===== config.mk =====
export PLATFORM = sky130hd
export DESIGN_NAME = controller_scanner
export DESIGN_NICKNAME = d
export VERILOG_FILES = /design/src/rtl/controller_pkg.sv /design/src/rtl/controller_scanner_bit_synchronizer.sv /design/src/rtl/controller_scanner.sv
export SDC_FILE = /design/constraint.sdc
export NUM_CORES = 1
export LEC_CHECK = 0
export BUFFER_PORTS_ARGS = -buffer_cell sky130_fd_sc_hd__clkbuf_2
export CORE_ASPECT_RATIO = 1.75
export CORE_MARGIN = 2
export CORE_UTILIZATION = 56
export DETAILED_ROUTE_END_ITERATION = 8
export GPL_ROUTABILITY_DRIVEN = 1
export PLACE_DENSITY = 0.77
export SYNTH_ARGS = -nofsm -noshare
export SYNTH_HDL_FRONTEND = slang
export SYNTH_SLANG_ARGS = --single-unit
export TNS_END_PERCENT = 1

===== constraint.sdc =====
create_clock -name clk_12_5875 -period 2.3 [get_ports clk_12_5875]
set_input_delay 0.46 -clock clk_12_5875 [delete_from_list [all_inputs] [get_ports clk_12_5875]]
set_output_delay 0.46 -clock clk_12_5875 [all_outputs]
set_load 0.01 [all_outputs]

===== src/rtl/controller_pkg.sv =====
// Shared types and constants for the NES-style controller scanner.
package controller_pkg;

   typedef enum logic [2:0] {
      IDLE    = 3'd0,
      LATCH   = 3'd1,
      CLK_LO  = 3'd2,
      CLK_HI  = 3'd3,
      COMMIT  = 3'd4
   } state_e;

   localparam int unsigned BTN_A      = 7;
   localparam int unsigned BTN_B      = 6;
   localparam int unsigned BTN_SELECT = 5;
   localparam int unsigned BTN_START  = 4;
   localparam int unsigned BTN_UP     = 3;
   localparam int unsigned BTN_DOWN   = 2;
   localparam int unsigned BTN_LEFT   = 1;
   localparam int unsigned BTN_RIGHT  = 0;

   // LATCH takes two phases, each of the seven clock pulses takes two more.
   localparam int unsigned CTRL_PHASES = 16;

endpackage


===== src/rtl/controller_scanner_bit_synchronizer.sv =====
// Two-flop synchronizer; resets to 1 so an idle (released) line reads as not pressed.
module bit_synchronizer (
   input  logic clk_i,
   input  logic rst_i,
   input  logic d_i,
   output logic q_o
);

   logic meta_q;

   // Two-stage capture of the asynchronous pin
   always_ff @(posedge clk_i or posedge rst_i) begin
      if (rst_i) begin
         meta_q <= 1'b1;
         q_o    <= 1'b1;
      end else begin
         meta_q <= d_i;
         q_o    <= meta_q;
      end
   end

endmodule


===== src/rtl/controller_scanner.sv =====
// Scans two serial game controllers on vblank or CPU write and presents
// atomically committed button bytes on the CPU read path.
module controller_scanner
   import controller_pkg::*;
#(
   parameter int unsigned CLK_DIV = 75
) (
   input  logic       clk_12_5875,
   input  logic       rst,
   input  logic       vblank_start,
   input  logic       SELECT_controller,
   input  logic       address_lsb,
   input  logic       write_enable,
   input  logic       ctrl_data0,
   input  logic       ctrl_data1,
   output logic       ctrl_latch,
   output logic       ctrl_clk,
   output logic [7:0] data_out,
   output logic       data_out_enable,
   output logic       busy
);

   localparam int unsigned DIV_W = $clog2(2 * CLK_DIV);
   localparam logic [DIV_W-1:0] PHASE_LAST = DIV_W'(CLK_DIV - 1);
   localparam logic [DIV_W-1:0] LATCH_LAST = DIV_W'(2 * CLK_DIV - 1);

   state_e           state_q, state_d;
   logic [DIV_W-1:0] div_q, div_d;
   logic [2:0]       idx_q, idx_d;
   logic [7:0]       sh0_q, sh0_d, sh1_q, sh1_d;
   logic [7:0]       ctrl0_q, ctrl0_d, ctrl1_q, ctrl1_d;
   logic             latch_q, clk_q, busy_q;
   logic             sync0_s, sync1_s, start_s, phase_end_s;

   bit_synchronizer u_sync0 (.clk_i(clk_12_5875), .rst_i(rst), .d_i(ctrl_data0), .q_o(sync0_s));
   bit_synchronizer u_sync1 (.clk_i(clk_12_5875), .rst_i(rst), .d_i(ctrl_data1), .q_o(sync1_s));

   assign start_s = vblank_start | (SELECT_controller & write_enable);

   // Next-state, divider, bit index and sampling logic
   always_comb begin
      state_d = state_q;
      idx_d   = idx_q;
      sh0_d   = sh0_q;
      sh1_d   = sh1_q;
      ctrl0_d = ctrl0_q;
      ctrl1_d = ctrl1_q;
      if (state_q == LATCH) begin
         phase_end_s = (div_q == LATCH_LAST);
      end else begin
         phase_end_s = (div_q == PHASE_LAST);
      end
      case (state_q)
         IDLE: begin
            idx_d = 3'd7;
            if (start_s) begin
               state_d = LATCH;
            end else begin
               state_d = IDLE;
            end
         end
         LATCH: begin
            if (phase_end_s) begin
               sh0_d   = {sh0_q[6:0], ~sync0_s};
               sh1_d   = {sh1_q[6:0], ~sync1_s};
               idx_d   = idx_q - 3'd1;
               state_d = CLK_LO;
            end else begin
               state_d = LATCH;
            end
         end
         CLK_LO: begin
            if (phase_end_s) begin
               state_d = CLK_HI;
            end else begin
               state_d = CLK_LO;
            end
         end
         CLK_HI: begin
            if (phase_end_s) begin
               sh0_d = {sh0_q[6:0], ~sync0_s};
               sh1_d = {sh1_q[6:0], ~sync1_s};
               if (idx_q == 3'd0) begin
                  state_d = COMMIT;
               end else begin
                  idx_d   = idx_q - 3'd1;
                  state_d = CLK_LO;
               end
            end else begin
               state_d = CLK_HI;
            end
         end
         COMMIT: begin
            ctrl0_d = sh0_q;
            ctrl1_d = sh1_q;
            idx_d   = 3'd7;
            state_d = IDLE;
         end
         default: begin
            state_d = IDLE;
         end
      endcase
      // Every state entry restarts the phase count; IDLE holds it at zero.
      if ((state_d != state_q) || (state_q == IDLE)) begin
         div_d = '0;
      end else begin
         div_d = div_q + DIV_W'(1);
      end
   end

   // State, datapath and registered line drivers
   always_ff @(posedge clk_12_5875 or posedge rst) begin
      if (rst) begin
         state_q <= IDLE;
         div_q   <= '0;
         idx_q   <= 3'd7;
         sh0_q   <= 8'h00;
         sh1_q   <= 8'h00;
         ctrl0_q <= 8'h00;
         ctrl1_q <= 8'h00;
         latch_q <= 1'b0;
         clk_q   <= 1'b1;
         busy_q  <= 1'b0;
      end else begin
         state_q <= state_d;
         div_q   <= div_d;
         idx_q   <= idx_d;
         sh0_q   <= sh0_d;
         sh1_q   <= sh1_d;
         ctrl0_q <= ctrl0_d;
         ctrl1_q <= ctrl1_d;
         latch_q <= (state_d == LATCH);
         clk_q   <= (state_d != CLK_LO);
         busy_q  <= (state_d != IDLE);
      end
   end

   assign ctrl_latch = latch_q;
   assign ctrl_clk   = clk_q;
   assign busy       = busy_q;

   // CPU read mux from the committed registers
   always_comb begin
      data_out_enable = SELECT_controller & ~write_enable;
      if (data_out_enable) begin
         data_out = address_lsb ? ctrl1_q : ctrl0_q;
      end else begin
         data_out = 8'h00;
      end
   end

endmodule

After elaboration in Yosys (flattened, before gate mapping) --
Cells that the tools add are included.
Word-level totals: output and inout port bits 12, register bits after elaboration 53, logic and storage cells 57
Operators by class: bitwise operators 6, multiplexer cells 14, reductions and logical operators 9, equality and inequality tests 12, $add $sub $neg 2
Operators with widths (count):
- $mux W8 | 3
- $mux W3 | 5
- $pmux W3 S4 | 1
- $pmux W3 S3 | 1
- $add A8 B1 Y8 const B | 1
- $eq A8 B7 Y1 const B | 1
- $eq A8 B8 Y1 const B | 1
- $eq A3 B1 Y1 const B | 2
- $eq A3 B2 Y1 const B | 2
- $logic_not A3 Y1 | 2
- $ne A2 B2 Y1 const B | 3
- $reduce_bool A3 Y1 | 2
- $reduce_and A4 Y1 | 1
- $reduce_or A2 Y1 | 2
- $eq A3 B3 Y1 const B | 1
- $mux W1 | 3
- $ne A3 B2 Y1 const B | 1
- $ne A3 B3 Y1 | 1
- $not A1 Y1 | 3
- $sub A3 B1 Y3 const B | 1
- $and A1 B1 Y1 | 2
- $mux W2 | 1
- $reduce_and A2 Y1 | 1
- $logic_or A1 B1 Y1 | 1
- $or A1 B1 Y1 | 1

Depth between registers and ports, before layout --
Gate-level depths: netlist of run 1.
depth in word-level cells 7, depth in mapped cells 6

By module --
A second synthesis of run 1 with hierarchy kept.
Unflattened totals: cells, all modules 190, area, all modules 2441.1 um^2
Modules (own cells, without submodules):
- controller_scanner | cells an instance 184, times used 1, area each 2328.5 um^2
- bit_synchronizer | cells an instance 3, times used 2, area each 56.3 um^2

Worst setup path after synthesis of run 1 --
Ideal clock, no wire load.
kind flip-flop to flip-flop, start point reg div_q[0], end point reg sh0_q[7], path slack 630 ps, cell stages (with the launch flop) 6, setup time 125 ps, clock period less this slack 1670 ps, buffers on the path 1, arrival 1545 ps, path through dfrtp_1 -> nor4b_2 -> nand2_1 -> o21ai_4 -> buf_12 -> mux2_4
On the way: word-level cells in the longest chain between the ends 3
Ends and longest elaborated chain:
- start, declared | line controller_scanner.sv:28 | logic [DIV_W-1:0] div_q, div_d;
- start signal, assigned | line controller_scanner.sv:126 | div_q <= div_d;
- $eq A8 B7 Y1 or $eq A8 B8 Y1 (tied branches) | line controller_scanner.sv:51, controller_scanner.sv:49
- $mux W1 (*) | line controller_scanner.sv:48 | if (state_q == LATCH) begin
- $reduce_and A2 Y1 (no source line) (*)
- end signal, assigned | line controller_scanner.sv:117 | sh0_q <= 8'h00;
- end signal, assigned | line controller_scanner.sv:128 | sh0_q <= sh0_d;
- end, declared | line controller_scanner.sv:30 | logic [7:0] sh0_q, sh0_d, sh1_q, sh1_d;
Mark *: on every way between the ends. The rest lies on a longest branch, timed or not. A chain may end at the register's enable or synchronous reset.

Final worst setup path of run 1 --
start point reg div_q[0], end point reg sh0_q[6]
The elaborated chain is that of the path after synthesis.

==> flow_summary_export.csv, run 1 <==
group,metric,value,unit
outcome,outcome,"complete, no violations",
sta,rsz0062_at_grt,"false",
sta,tightest_slew,0.5609,ns
place,port_buffers,19,
drt,drt-total-wl,4090,µm
setup_path,cp-end-kind,"register",
power,switchingPower,0.3109,mW
clocking,max-clock-path-buffers,2,
cells_and_area,area_growth_syn_to_layout,10.17,%
clocking,clock-root-buffer,"clkbuf_8",
power,clkPwrFrac,0.395,
place,dpl.cell_count,250,
die,rows,31,
sta,skew,0.005527,ns
power,p_sw_frac,0.1926,
clocking,clkLatencyLatePin,0.30,ns
cells_and_area,post-route-util,0.6497,
run,drv_cap,0,
cells_and_area,layout_common_cells,"dfrtp_1 (45), mux2_2 (21), nor2_1 (21)",
clocking,clkSlewWorstSetupHoldPaths,0.09,ns
synthesis,netlist_instances,185,
clocking,htree_levels,2,
drt,drc,0,
drt,via_count,1483,
synthesis,synth_edf_count,0,
drt,dr.pass1.iters,4,
drt,wire_per_inst,15.85,µm
sta,relSlewSlack,0.6246,
setup_path,worstSetupPathType,"register to register",
synthesis,synthArstFlopShare,1.000,
setup_path,crit_path_end,"sh0_q[6]",
sta,hold_violations,0,
die,die_area,0.004936,mm²
synthesis,synth_seq_area_share,0.5460,
clocking,cts_tree,"yes",
power,finalPower,1.614,mW
clocking,postCtsSetupRepairBufs,0,
drt,drt_iter0_drc,30,
cells_and_area,nFillCells,330,
die,ios,20,
clocking,cts_hold_buf,0,
clocking,cts.sinks,53,
synthesis,synth_warnings,0,
grt,grt_usage,0.1946,
synthesis,synth.distinct_cells,37,
setup_path,cp_max_fo,15,
power,peakVddDrop,0.4503,mV
die,initial_core_util,0.5897,
sta,fmax,522.7,MHz
synthesis,synth_area,0.002447,mm²
setup_path,reg2reg_slack,0.39,ns
die,core_area,0.004150,mm²
grt,antenna_found_initial,0,
grt,grt_pass1_vias,1566,
worst_hold_path,hold_path.class,"input pin to async pin",
power,p_comb_frac,0.023,
cells_and_area,drive_gt1_frac,0.3828,
sta,tns,0,ns
drt,ant_nets,0,
die,die_h,91.45,µm
setup_path,critPathRequiredTime,2.49,ns
power,leakagePower,1.243,nW
grt,grt_pass1_wl,7093,µm
clocking,cts_buffers,5,
synthesis,ys_top_cells_by_area,"dfrtp_1 (46%), mux2_2 (9.7%), dfstp_2 (8.6%)",
synthesis,synth_top_area_share,0.4601,
setup_path,startpoint,"div_q[0]",
place,gp_congestion,0.7918,
die,die_x,53.97,µm
grt,grt_max_degree,26,
place,dpl.hpwl,3087,µm
setup_path,cp.arrival,2.10,ns
setup_path,r2r-end,"sh0_q[6]",
sta,slew_violations,0,
cells_and_area,layoutNonFillerInstCount,258,
synthesis,postSynthAreaPerCell,13.23,µm²
synthesis,yosys.area.top_type,"dfrtp_1",
cells_and_area,mostFrequentLayoutCell,"dfrtp_1",
power,seq_power_share,0.581,
grt,grt-ovfl-total,0,
setup_path,timing.rr.start,"div_q[0]",
cells_and_area,nets,219,
power,cell_internal_pwr,1.304,mW
synthesis,synth_nets,196,
sta,period_share,0.8318,
synthesis,synth-seq-cells,53,
sta,layout_min_cycle_time,1.913,ns
clocking,ctsResizeCount,0,
cells_and_area,antenna-diode-count,0,
sta,setup_viol,0,
setup_path,ff2ff_path_depth,4,
synthesis,synth_flop_cell,"dfrtp_1",
power,power_per_cell_area,598.7,mW/mm²
drt,vias_per_cell,5.748,
setup_path,start_kind,"register",
==> registers in the layout, summed over array words and instances (netlist names) <==
register / count
state_q: 3
div_q: 8
u_sync0.q_o: 1
idx_q: 3
ctrl1_q: 8
u_sync1.meta_q: 1
busy: 1
ctrl0_q: 8
ctrl_clk: 1
sh1_q: 8
sh0_q: 8
u_sync1.q_o: 1
ctrl_latch: 1
u_sync0.meta_q: 1
==> metal layers <==
| metal | vias up | GRT usage | wire (µm) |
|---|---|---|---|
| met3 | 8 | 0.03618 | 102 |
| met2 | 32 | 0.3445 | 2420 |
| met5 | - | 0 | 0 |
| li1 | 689 | - | - |
| met4 | 0 | 0.08750 | 89 |
| met1 | 754 | 0.2115 | 1478 |
==> power by group through the flow <==
stage          clock network (mW)  registers, mW  logic, mW
4_1_cts                     0.651          0.939     0.0395
3_3_place_gp                    0          0.956     0.0385
5_1_grt                     0.693          0.939     0.0434
3_5_place_dp                    0          0.957     0.0394
6_report                    0.638          0.939     0.0372
2_1_floorplan                   0          0.956     0.0236
==> logic make-up after synthesis <==
| group | synth area share |
|---|---|
| flip-flops | 0.5460 |
| adder cells (fa/ha/maj) | 0.01534 |
| multiplexers | 0.2035 |
| AND/OR/NAND/NOR | 0.1263 |
| AO/OA/AOI/OAI | 0.05010 |
| XOR/XNOR | 0.02147 |
| buffers and inverters | 0.03732 |
==> stage by stage <==
stage,worst slack (ns),hold WS [ns],instance area [µm²]
final,0.3870,0.07152,2696
after global placement,0.4509,0.3466,2580
after CTS,0.3786,0.07735,2696
after floorplan,0.5670,0.3452,2447
after global routing,0.2425,0.08005,2696
after detailed placement,0.3923,0.3505,2580
==> synth_stat cells, types with 2 or more instances <==
library cell,instances
mux2_4,8
dfrtp_1,45
dfstp_2,8
nand3_1,6
xor2_1,5
inv_1,10
ha_1,3
mux2_2,21
nand3_2,2
a31oi_1,2
nand2b_1,3
and4bb_2,3
o211ai_1,2
nand2_1,3
nor2_1,21
buf_4,3
o21ai_0,2
mux2i_1,13
clkbuf_1,3
a21oi_1,5
==> worst min-delay path by stage <==
stage                  endpoint
floorplan           u_sync0.q_o
global placement    u_sync1.q_o
detailed placement  u_sync1.q_o
CTS                    sh1_q[0]
global route         ctrl1_q[2]
finish               ctrl1_q[2]
==> worst max-delay path, cell delays in order, from the launching register on <==
cell and delay [ns]:
dfrtp_1 0.46, nor4b_2 0.29, nand2_1 0.14, o21ai_4 0.50
mux2_2 0.40
==> area by class of cell <==
class / count / area (µm²) / share of cell area
Inverter: 10 / 37.54 / 0.01392
Clock buffer: 7 / 86.33 / 0.03202
Timing Repair Buffer: 23 / 125.1 / 0.04640
Sequential cell: 53 / 1336 / 0.4956
Clock inverter: 1 / 30.03 / 0.01114
Multi-Input combinational cell: 115 / 1020 / 0.3782
Tap cell: 49 / 61.31 / 0.02274
(Power assumes the default switching activity.)
==> run 2: changes to the inputs <==
- ABC_AREA: not set -> 1
- CORE_UTILIZATION: 56 -> 53
- clock period: 2.3 -> 1.65 ns (I/O delays scaled with it)
==> flow_summary_export.csv, run 2 <==
group,metric,value,unit
drt,drt-total-wl,4464,µm
die,die_h,94.22,µm
cells_and_area,multiInputGateArea,955.9,µm²
clocking,cts_hold_buf,0,
sta,fmax,637.7,MHz
grt,grt-ovfl-total,0,
setup_path,timing.critical_path.slowest_stage_cell,"dfrtp_1",
clocking,clkSlewWorstSetupHoldPaths,0.09,ns
sta,period_share,0.9504,
worst_hold_path,hold_path.class,"input pin to async pin",
cells_and_area,nFillCells,380,
place,port_buffers,19,
clocking,htree_levels,2,
cells_and_area,area_growth_syn_to_layout,15.08,%
cells_and_area,layoutNonFillerInstCount,365,
synthesis,netlist_instances,285,
die,rows,32,
sta,tns,0,ns
power,finalPower,2.225,mW
drt,ant_nets,0,
power,power_per_cell_area,784.6,mW/mm²
setup_path,max_stage_delay,0.40,ns
setup_path,start_kind,"register",
setup_path,crit_path_frequent_cell,"nand2_2",
setup_path,cp_max_fo,8,
synthesis,postSynthAreaPerCell,8.649,µm²
synthesis,synth_most_common_cell,"nand2_1",
sta,rsz0062_at_grt,"true",
sta,hold_violations,0,
setup_path,cp.arrival,1.77,ns
synthesis,synth-seq-cells,53,
sta,fin_hold_ws,0.03601,ns
sta,layout_min_cycle_time,1.568,ns
grt,grt_pass1_wl,7797,µm
outcome,outcome,"complete, no violations",
setup_path,critPathRequiredTime,1.85,ns
synthesis,synth_edf_count,0,
setup_path,worstSetupPathType,"register to register",
die,ios,20,
grt,grt_usage,0.1928,
clocking,max-clock-path-buffers,2,
cells_and_area,antenna-diode-count,0,
sta,slew_violations,0,
place,gp_congestion,0.8850,
synthesis,yosys.area.top_type,"dfrtp_1",
setup_path,cp-end-kind,"register",
drt,drc,0,
synthesis,synth.distinct_cells,29,
drt,drt_iter0_drc,61,
synthesis,synth_warnings,0,
setup_path,cp_top_family,"simple AND/OR/NAND/NOR gates",
sta,tightest_slew,0.3548,ns
setup_path,path_buf_inv,2,
die,initial_core_util,0.5546,
grt,grt_pass1_vias,1832,
clocking,clkLatencyLatePin,0.30,ns
cells_and_area,mostFrequentLayoutCell,"nand2_1",
synthesis,synth_nets,296,
sta,skew,0.006377,ns
clocking,cts.sinks,53,
place,dpl.hpwl,3240,µm
drt,wire_per_inst,12.23,µm
power,leakagePower,1.313,nW
die,core_area,0.004444,mm²
cells_and_area,post-route-util,0.6382,
place,dpl.cell_count,353,
run,drv_cap,0,
sta,relSlewSlack,0.7617,
cells_and_area,layout_common_cells,"nand2_1 (69), dfrtp_1 (43), inv_1 (40)",
synthesis,synth_flop_cell,"dfrtp_1",
drt,dr.pass1.iters,4,
cells_and_area,drive_gt1_frac,0.2516,
synthesis,synth_commonest_cells,"nand2_1 (71), dfrtp_1 (45), inv_1 (43)",
synthesis,synthArstFlopShare,1.000,
setup_path,crit_path_cell_trace,"inv_2 -> nand2_2 -> nor2_4 -> inv_4 -> nand2_2 -> nand2_2 -> nor2_4 -> nand2_1 -> nand2_2 -> nand3_2 -> nand3_4 -> nor2_1",
clocking,clock-root-buffer,"clkbuf_8",
sta,setup_viol,0,
die,die_area,0.005234,mm²
clocking,cts_buffers,5,
synthesis,synth_seq_area_share,0.5421,
synthesis,synth_top_area_share,0.4569,
drt,vias_per_cell,4.956,
grt,grt_max_degree,54,
die,die_x,55.55,µm
clocking,cts_tree,"yes",
synthesis,synth_area,0.002465,mm²
drt,via_count,1809,
grt,antenna_found_initial,0,
synthesis,ys_top_cells_by_area,"dfrtp_1 (46%), nand2_1 (11%), dfstp_2 (8.5%)",
cells_and_area,regArea,0.001339,mm²
cells_and_area,nets,324,
power,peakVddDrop,0.8937,mV
-- run 2: power by group --
part           internal, mW  switching [mW]  total (mW)
registers              1.31         0.00121        1.31
logic                0.0137          0.0377      0.0514
clock network         0.456           0.410       0.866
total                  1.78           0.449        2.23
-- run 2: final timing paths --
check,start,to,slack [ns],cells past startpoint
worst max-delay path,state_q[2],div_q[3],0.08,12
worst max register to register,state_q[2],div_q[3],0.08,12
worst min register to register,u_sync1.meta_q,u_sync1.q_o,0.36,0
max in group asynchronous,rst,idx_q[2],1.33,3
min in group clk_12_5875,ctrl_data0,u_sync0.meta_q,0.10,1
worst min-delay path,rst,sh0_q[1],0.04,3
-- run 2: metal layers --
metal | part of all wire | global-route usage | vias to the layer above
met1 | 0.40 | 0.2073 | 821
met4 | 0.031 | 0.09959 | 0
li1 | - | - | 941
met3 | 0.030 | 0.03581 | 12
met5 | 0 | 0 | -
met2 | 0.54 | 0.3532 | 35
-- run 2: kinds of logic after synthesis --
group | share of synthesized area
multiplexers | 0.009136
adder cells (fa/ha/maj) | 0.01523
AND/OR/NAND/NOR | 0.2294
XOR/XNOR | 0.02132
buffers and inverters | 0.08883
flip-flops | 0.5421
AO/OA/AOI/OAI | 0.09391
-- run 2: worst register-to-register path: stages (launching register included) --
cell and delay, ns:
dfrtp_1 0.40, inv_2 0.07, nand2_2 0.08, nor2_4 0.17, inv_4 0.07, nand2_2 0.07
nand2_2 0.07, nor2_4 0.12, nand2_1 0.07, nand2_2 0.09, nand3_2 0.10, nand3_4 0.12
nor2_1 0.06
-- run 2: repair_timing --
| item | 4_1_cts | 5_1_grt |
|---|---|---|
| endpoints found under the setup margin | 0 | 30 |
| resized for setup | 0 | 15 |
| setup buffers | 0 | 4 |
-- run 2: cell type report --
| cell class | count | share of cell area |
|---|---|---|
| clock buffers | 6 | 0.02558 |
| multi-input cells | 179 | 0.3370 |
| inverters | 45 | 0.06043 |
| clock inverters | 2 | 0.01367 |
| flip-flops and latches | 53 | 0.4720 |
| well taps | 51 | 0.02250 |
| repair buffers | 29 | 0.06881 |
-- run 2: per-stage QoR --
stage / setup WS [ns] / cell area (µm²)
finish: 0.08177 / 2836
global route: -0.04657 / 2836
CTS: 0.05131 / 2758
detailed placement: 0.06833 / 2646
global placement: 0.06247 / 2646
floorplan: 0.04701 / 2465
